===== src/rtl/dm_arbiter.sv =====
// dm_arbiter: two-port request/acknowledge arbiter in front of a single-port
// data memory (sync write, combinational read). One access per 3 cycles:
// IDLE (sample/arbitrate) -> ACCESS (drive memory) -> DONE (ack pulse).
// Optional macro DM_ARB_RR_EN selects round-robin tie-breaking; when it is
// undefined, port 0 wins every tie.
module dm_arbiter #(
  parameter int DEPTH = 256,
  parameter int AW    = 32,
  parameter int DW    = 32
) (
  input  logic          clk,
  input  logic          rst_n,
  input  logic          m0_req,
  input  logic          m0_we,
  input  logic [AW-1:0] m0_addr,
  input  logic [DW-1:0] m0_wdata,
  output logic          m0_ack,
  output logic [DW-1:0] m0_rdata,
  output logic          m0_err,
  input  logic          m1_req,
  input  logic          m1_we,
  input  logic [AW-1:0] m1_addr,
  input  logic [DW-1:0] m1_wdata,
  output logic          m1_ack,
  output logic [DW-1:0] m1_rdata,
  output logic          m1_err,
  output logic          dm_W,
  output logic          dm_R,
  output logic [AW-1:0] dm_addr,
  output logic [DW-1:0] dm_wdata,
  input  logic [DW-1:0] dm_rdata
);
  typedef enum logic [1:0] {IDLE = 2'd0, ACCESS = 2'd1, DONE = 2'd2} state_t;

  // One extra bit so DEPTH == 2**AW still compares correctly.
  localparam logic [AW:0] DEPTH_X = (AW+1)'(DEPTH);

  state_t               state_q, state_d;
  logic                 owner_q, owner_d;
  logic                 last_gnt_q, last_gnt_d;
  logic                 we_q, we_d;
  logic [AW-1:0]        addr_q, addr_d;
  logic [DW-1:0]        wdata_q, wdata_d;
  logic [1:0]           ack_q, ack_d;
  logic [1:0]           err_q, err_d;
  logic [1:0][DW-1:0]   rdata_q, rdata_d;

  logic [1:0] req;
  logic       win;
  logic       in_range;
  logic       in_access;

  assign req       = {m1_req, m0_req};
  assign in_range  = {1'b0, addr_q} < DEPTH_X;
  assign in_access = (state_q == ACCESS);

  // Winner among current requests (only meaningful when |req).
  always_comb begin
`ifdef DM_ARB_RR_EN
    if (&req) win = ~last_gnt_q;
    else      win = req[1];
`else
    win = ~req[0];
`endif
  end

  // Memory strobes decode from state only so an async reset kills a write
  // before the edge; out-of-range accesses never touch the memory.
  assign dm_W     = in_access & in_range & we_q;
  assign dm_R     = in_access & in_range & ~we_q;
  assign dm_addr  = in_access ? addr_q  : '0;
  assign dm_wdata = in_access ? wdata_q : '0;

  // Next-state and owner/response register updates.
  always_comb begin
    state_d    = state_q;
    owner_d    = owner_q;
    last_gnt_d = last_gnt_q;
    we_d       = we_q;
    addr_d     = addr_q;
    wdata_d    = wdata_q;
    ack_d      = ack_q;
    err_d      = err_q;
    rdata_d    = rdata_q;
    unique case (state_q)
      IDLE: begin
        if (|req) begin
          state_d    = ACCESS;
          owner_d    = win;
          last_gnt_d = win;
          we_d       = win ? m1_we    : m0_we;
          addr_d     = win ? m1_addr  : m0_addr;
          wdata_d    = win ? m1_wdata : m0_wdata;
        end
      end
      ACCESS: begin
        state_d          = DONE;
        ack_d[owner_q]   = 1'b1;
        err_d[owner_q]   = ~in_range;
        // dm_rdata is only looked at while dm_R drives the memory.
        rdata_d[owner_q] = dm_R ? dm_rdata : '0;
      end
      DONE: begin
        state_d = IDLE;
        ack_d   = '0;
        err_d   = '0;
      end
      default: state_d = IDLE;
    endcase
  end

  // State registers with asynchronous active-low reset.
  always_ff @(posedge clk or negedge rst_n) begin
    if (!rst_n) begin
      state_q    <= IDLE;
      owner_q    <= 1'b0;
      last_gnt_q <= 1'b1;
      we_q       <= 1'b0;
      addr_q     <= '0;
      wdata_q    <= '0;
      ack_q      <= '0;
      err_q      <= '0;
      rdata_q    <= '0;
    end else begin
      state_q    <= state_d;
      owner_q    <= owner_d;
      last_gnt_q <= last_gnt_d;
      we_q       <= we_d;
      addr_q     <= addr_d;
      wdata_q    <= wdata_d;
      ack_q      <= ack_d;
      err_q      <= err_d;
      rdata_q    <= rdata_d;
    end
  end

  assign m0_ack   = ack_q[0];
  assign m0_err   = err_q[0];
  assign m0_rdata = rdata_q[0];
  assign m1_ack   = ack_q[1];
  assign m1_err   = err_q[1];
  assign m1_rdata = rdata_q[1];

endmodule


===== config.mk =====
export PLATFORM = sky130hd
export DESIGN_NAME = dm_arbiter
export DESIGN_NICKNAME = d
export VERILOG_FILES = /design/src/rtl/dm_arbiter.sv
export SDC_FILE = /design/constraint.sdc
export NUM_CORES = 1
export LEC_CHECK = 0
export BUFFER_PORTS_ARGS = -buffer_cell sky130_fd_sc_hd__buf_2
export CORE_MARGIN = 2
export CORE_UTILIZATION = 43
export DETAILED_ROUTE_END_ITERATION = 6
export PLACE_DENSITY_LB_ADDON = 0.12
export SETUP_SLACK_MARGIN = 0.1
export SLEW_MARGIN = 5
export SYNTH_ARGS = -nofsm -noshare
export SYNTH_HDL_FRONTEND = slang
export SYNTH_SLANG_ARGS = --single-unit
export TNS_END_PERCENT = 10

===== constraint.sdc =====
create_clock -name clk -period 1.5 [get_ports clk]
set_input_delay 0 -clock clk [delete_from_list [all_inputs] [get_ports clk]]
set_output_delay 0 -clock clk [all_outputs]
set_load 0.03 [all_outputs]

* Word-level counts from Yosys, hierarchy flattened
Cells that the tools add are included.
** Storage, ports and cells
- Flip-flop bits (word level) :: 136
- Input port bits :: 166
- Output and inout bits :: 134
- Logic and storage cells :: 43
** Operators by class
- Magnitude comparators :: 3
- Eq/ne operators :: 3
- Multiplexer cells :: 16
- Bitwise gates (word level) :: 7
- Reduce and logical (&&, ||, !) cells :: 5
** Operator list (count)
- 32-bit two-way mux :: 6
- 64-bit bitwise mux :: 1
- 32-bit demux with 1-bit select :: 1
- 32-bit by 9-bit less-than comparator with 1-bit output (second input constant) :: 1
- 2-bit case mux with 2 select lines :: 3
- 1-bit bitwise AND :: 3
- 1-bit NOT :: 3
- 2-bit bitwise mux :: 1
- 2-bit by 1-bit == test with 1-bit output (second input constant) :: 1
- 2-bit == test (second input constant) :: 1
- 2-bit zero test :: 1
- 1-bit by 2-bit less-than comparator with 1-bit output (second input constant) :: 1
- 1-bit two-way mux :: 2
- 2-bit two-way mux :: 1
- 2-bit inequality test (second input constant) :: 1
- 2-bit OR :: 1
- 2-bit AND reduction :: 1
- 2-bit nonzero test :: 1
- 2-bit OR reduction :: 1
- 1-bit demux with 1-bit select :: 1
- 1-bit >= comparator (second input constant) :: 1
- 1-bit logical AND :: 1

* Logic depth before layout (Yosys ltp)
- Depth in word-level cells :: 6
- Depth in mapped cells :: 7
- Gate-level depth less buffers :: 5

* Least setup slack after synthesis
Ideal clock, no wire load.
- Path kind :: flip-flop to output port
- Start point :: reg addr_q[16]
- End point :: out dm_R
- Arrival :: 1672 ps
- Required time :: 1500 ps
- Setup slack :: -172 ps
- Stages on the path, launching flop included :: 5
- Path buffers :: 1
- Cell sequence :: dfrtp_1 > nor4_1 > nand4_1 > buf_4 > nor4b_2
** On the way
- Longest elaborated chain between the ends :: 3
** Ends and longest elaborated chain
- start: declaration :: RTL line 42 : logic [AW-1:0] addr_q, addr_d;
- start signal: assignment :: RTL line 129 : addr_q <= addr_d;
- 32-bit by 9-bit less-than comparator with 1-bit output :: RTL line 54 : assign in_range = {1'b0, addr_q} < DEPTH_X;
- 1-bit bitwise AND (2 in series) :: RTL line 70 : assign dm_R = in_access & in_range & ~we_q;
- end: declaration :: RTL line 28 : output logic dm_R,
No other way between the ends.

* Worst setup path after layout
- Start point :: reg addr_q[9]
- End point :: out dm_R
The elaborated chain is that of the path after synthesis.

==> run metrics <==
period utilization=1.33; DRT Wirelength=28500 microns; Finish-stage setup viols=133; Worst EP required=about 1.5 ns; Max Clk Rate=between 500 and 600 MHz; Syn Inst Count=approximately 730; total track usage=0.313; Worst Skew=around 0.017 ns; vias=7757; Ports=300; crit path max fanout=3; number of synthesized flops with an enable pin=0; Die Area=between 15000 and 20000 sq um; CP max-delay cell=dfrtp_1; initial core utilization=0.444; Core Area=roughly 15000 sq um; design area=around 12000 sq um; global route total overflow=0; Detail Placement HPWL=roughly 15000 microns; PwrDens=roughly 1700 nW/um^2; Netlist cell types=30; status=complete, but fails checks; final core utilization=0.801; Die X-Extent=~130 microns; first-pass GRT wire length=just over 40000 microns; Layout Area Growth over Synthesis=80.5%; arrival time of the worst setup path=roughly 2.0 ns; number of global-route vias before repair=just under 8000; Clock Latency Late Sink=0.44 ns; Tightest Pin Transition=about 0.48 ns; Clock Path Buffers=2; sequential area share after synthesis=0.501; class of the worst hold path=input pin to register; Synth area leader=dfrtp_1; initial detailed-routing violation count=about 590; Max VDD drop=1180 uV; most used cell along the critical path=buf_4; Crit Path Class=register to output pin; max-slew violations=0; Antenna Nets Post-Route=0; clk sink count=around 140; crit path capture type=output pin; port bufs=around 300; synthesized area=between 6000 and 7000 sq um; Synth area leaders=dfrtp_1 (50%), mux2i_1 (9.6%), nand2_1 (7.5%); Vias/cell=between 5 and 6; final hold violations=0; largest net degree at the start of global routing=49; total power after layout=between 20 and 25 mW; Nets=between 1000 and 1500; initial antenna violation count=3; die height=roughly 130 microns; Max-slew headroom=0.682; crit-path max cell delay=~0.4 ns; CP cell instances=nor4_2, buf_4, nand4_1, buf_6, nor4b_4, buf_4; CTS buffer count=17; Worst setup SP type=register; Inst Count DP=1218; Final WS setup=-0.493 ns; H-tree levels=4; DRC Markers=0; # fillers=925; fin cells=between 1000 and 1500; layout cells sized above 1=0.423; multi-input logic area=between 3000 and 4000 sq um; RSZ-0062 raised after global routing=yes; syn avg cell area=9.33 sq um; max cap viols=0; top cell type's share of synthesized area=0.501; Final Wtd Congestion=~0.79; synthesis-stage register bit count=roughly 140; Synth Warn #=0; CTS root buffer=clkbuf_16; Avg WL per Cell=approximately 20 microns; async set-or-reset flop fraction in the synthesized netlist=1.00; LEAKAGE=~6 nW; ys flop type=dfrtp_1; FF+latch area=roughly 3400 sq um; CTS tree=built; failing checks=negative setup slack; Syn Nets=approximately 900; placed instance area=8880 sq um; DR pass1 iterations=5; clock transition at the registers of the reported paths=~0.060 ns; min cycle time layout=1.99 ns; # rows=45
[layer usage]
metal	GRT usage	share of wire	vias up
li1	-	-	3489
met1	0.361	0.37	3768
met2	0.550	0.52	403
met3	0.0772	0.074	97
met4	0.139	0.041	0
met5	0	0	-
[flip-flops by register name (all words and copies together) (netlist names)]
register / flops
err_q: 2
m0_rdata: 32
wdata_q: 32
m1_rdata: 32
owner_q: 1
state_q: 2
addr_q: 32
we_q: 1
ack_q: 2
[worst max-delay path: cells and delay by family (launching register included)]
| family | cells | cell delay (ns) |
|---|---|---|
| AND/OR/NAND/NOR | 3 | 0.62 |
| flip-flops | 1 | 0.40 |
| buffers and inverters | 3 | 0.53 |
[cell usage in the layout, fill, tap and decap left out, types with 34 or more instances in the layout]
cell type,synthesis,final
mux2i_1,65,65
o21ai_0,90,39
o21ai_1,41,34
dlygate4sd3_1,0,160
nand4_1,65,65
and2_4,0,36
nand2_1,136,125
dfrtp_1,136,136
buf_2,27,231
o21ai_2,0,56
buf_6,2,73
buf_4,4,34
[Yosys cell counts, types with 2 or more instances]
library cell	n
o21ai_1	41
mux2i_1	65
and2_1	65
nor2b_1	33
buf_2	27
buf_4	4
clkbuf_1	34
nand2_1	136
ha_1	4
inv_1	3
nand4_1	65
nor4_1	4
a21oi_1	4
nor4_2	2
o21ai_0	90
buf_6	2
dfrtp_1	136
[report_power, final]
group          switching [mW]  total (mW)  internal [mW]  leakage, nW
registers               0.894        5.58           4.69         1.77
clock network            1.68        4.30           2.62        0.285
logic                    5.90        10.6           4.70         3.89
total                    8.47        20.5           12.0         5.95
[timing repair]
action,CTS,global route
hold buffers,160,0
buffers inserted,10,5
resized for setup,170,144
setup endpoints to repair,134,199
cloned,3,5
endpoints found under the hold margin,250,0
pin swaps,1,30
[area by class of cell]
cell class | instances | share of cell area
well taps | 211 | 0.0215
clock inverters | 10 | 0.00959
multi-input cells | 521 | 0.284
flip-flops and latches | 136 | 0.278
repair buffers | 529 | 0.366
diodes | 3 | 0.000612
clock buffers | 22 | 0.0395
inverters | 3 | 0.00112
[kinds of logic (layout without fill, tap and decap cells)]
logic type	count (synthesis)	after routing	share of synthesized area
other	0	3	0
buffers and inverters	71	564	0.0488
adder cells (fa/ha/maj)	4	4	0.00737
multiplexers	66	66	0.0974
AND/OR/NAND/NOR	311	311	0.240
AO/OA/AOI/OAI	140	140	0.106
flip-flops	136	136	0.501
[final timing paths]
path / cells after the start / start / to / slack [ns]
max: 6 / addr_q[9] / dm_R / -0.49
min: 4 / dm_rdata[25] / m0_rdata[25] / 0.01
max reg2reg: 7 / addr_q[9] / err_q[1] / -0.34
min reg2reg: 2 / m1_rdata[16] / m1_rdata[16] / 0.47
max in group asynchronous: 3 / rst_n / addr_q[24] / 0.80
min in group asynchronous: 2 / rst_n / m0_rdata[23] / 0.08
[per-stage QoR]
step	setup slack [ns]	hold slack (ns)	setup TNS, ns
2_1_floorplan	0.0413	-0.296	0
3_3_place_gp	-0.172	-0.0219	-5.30
3_5_place_dp	-0.110	-0.0219	-3.50
4_1_cts	-0.453	0.00322	-20.23
5_1_grt	-0.592	0.0236	-37.93
6_report	-0.493	0.0135	-27.51
Power figures use the tool's default switching activity.
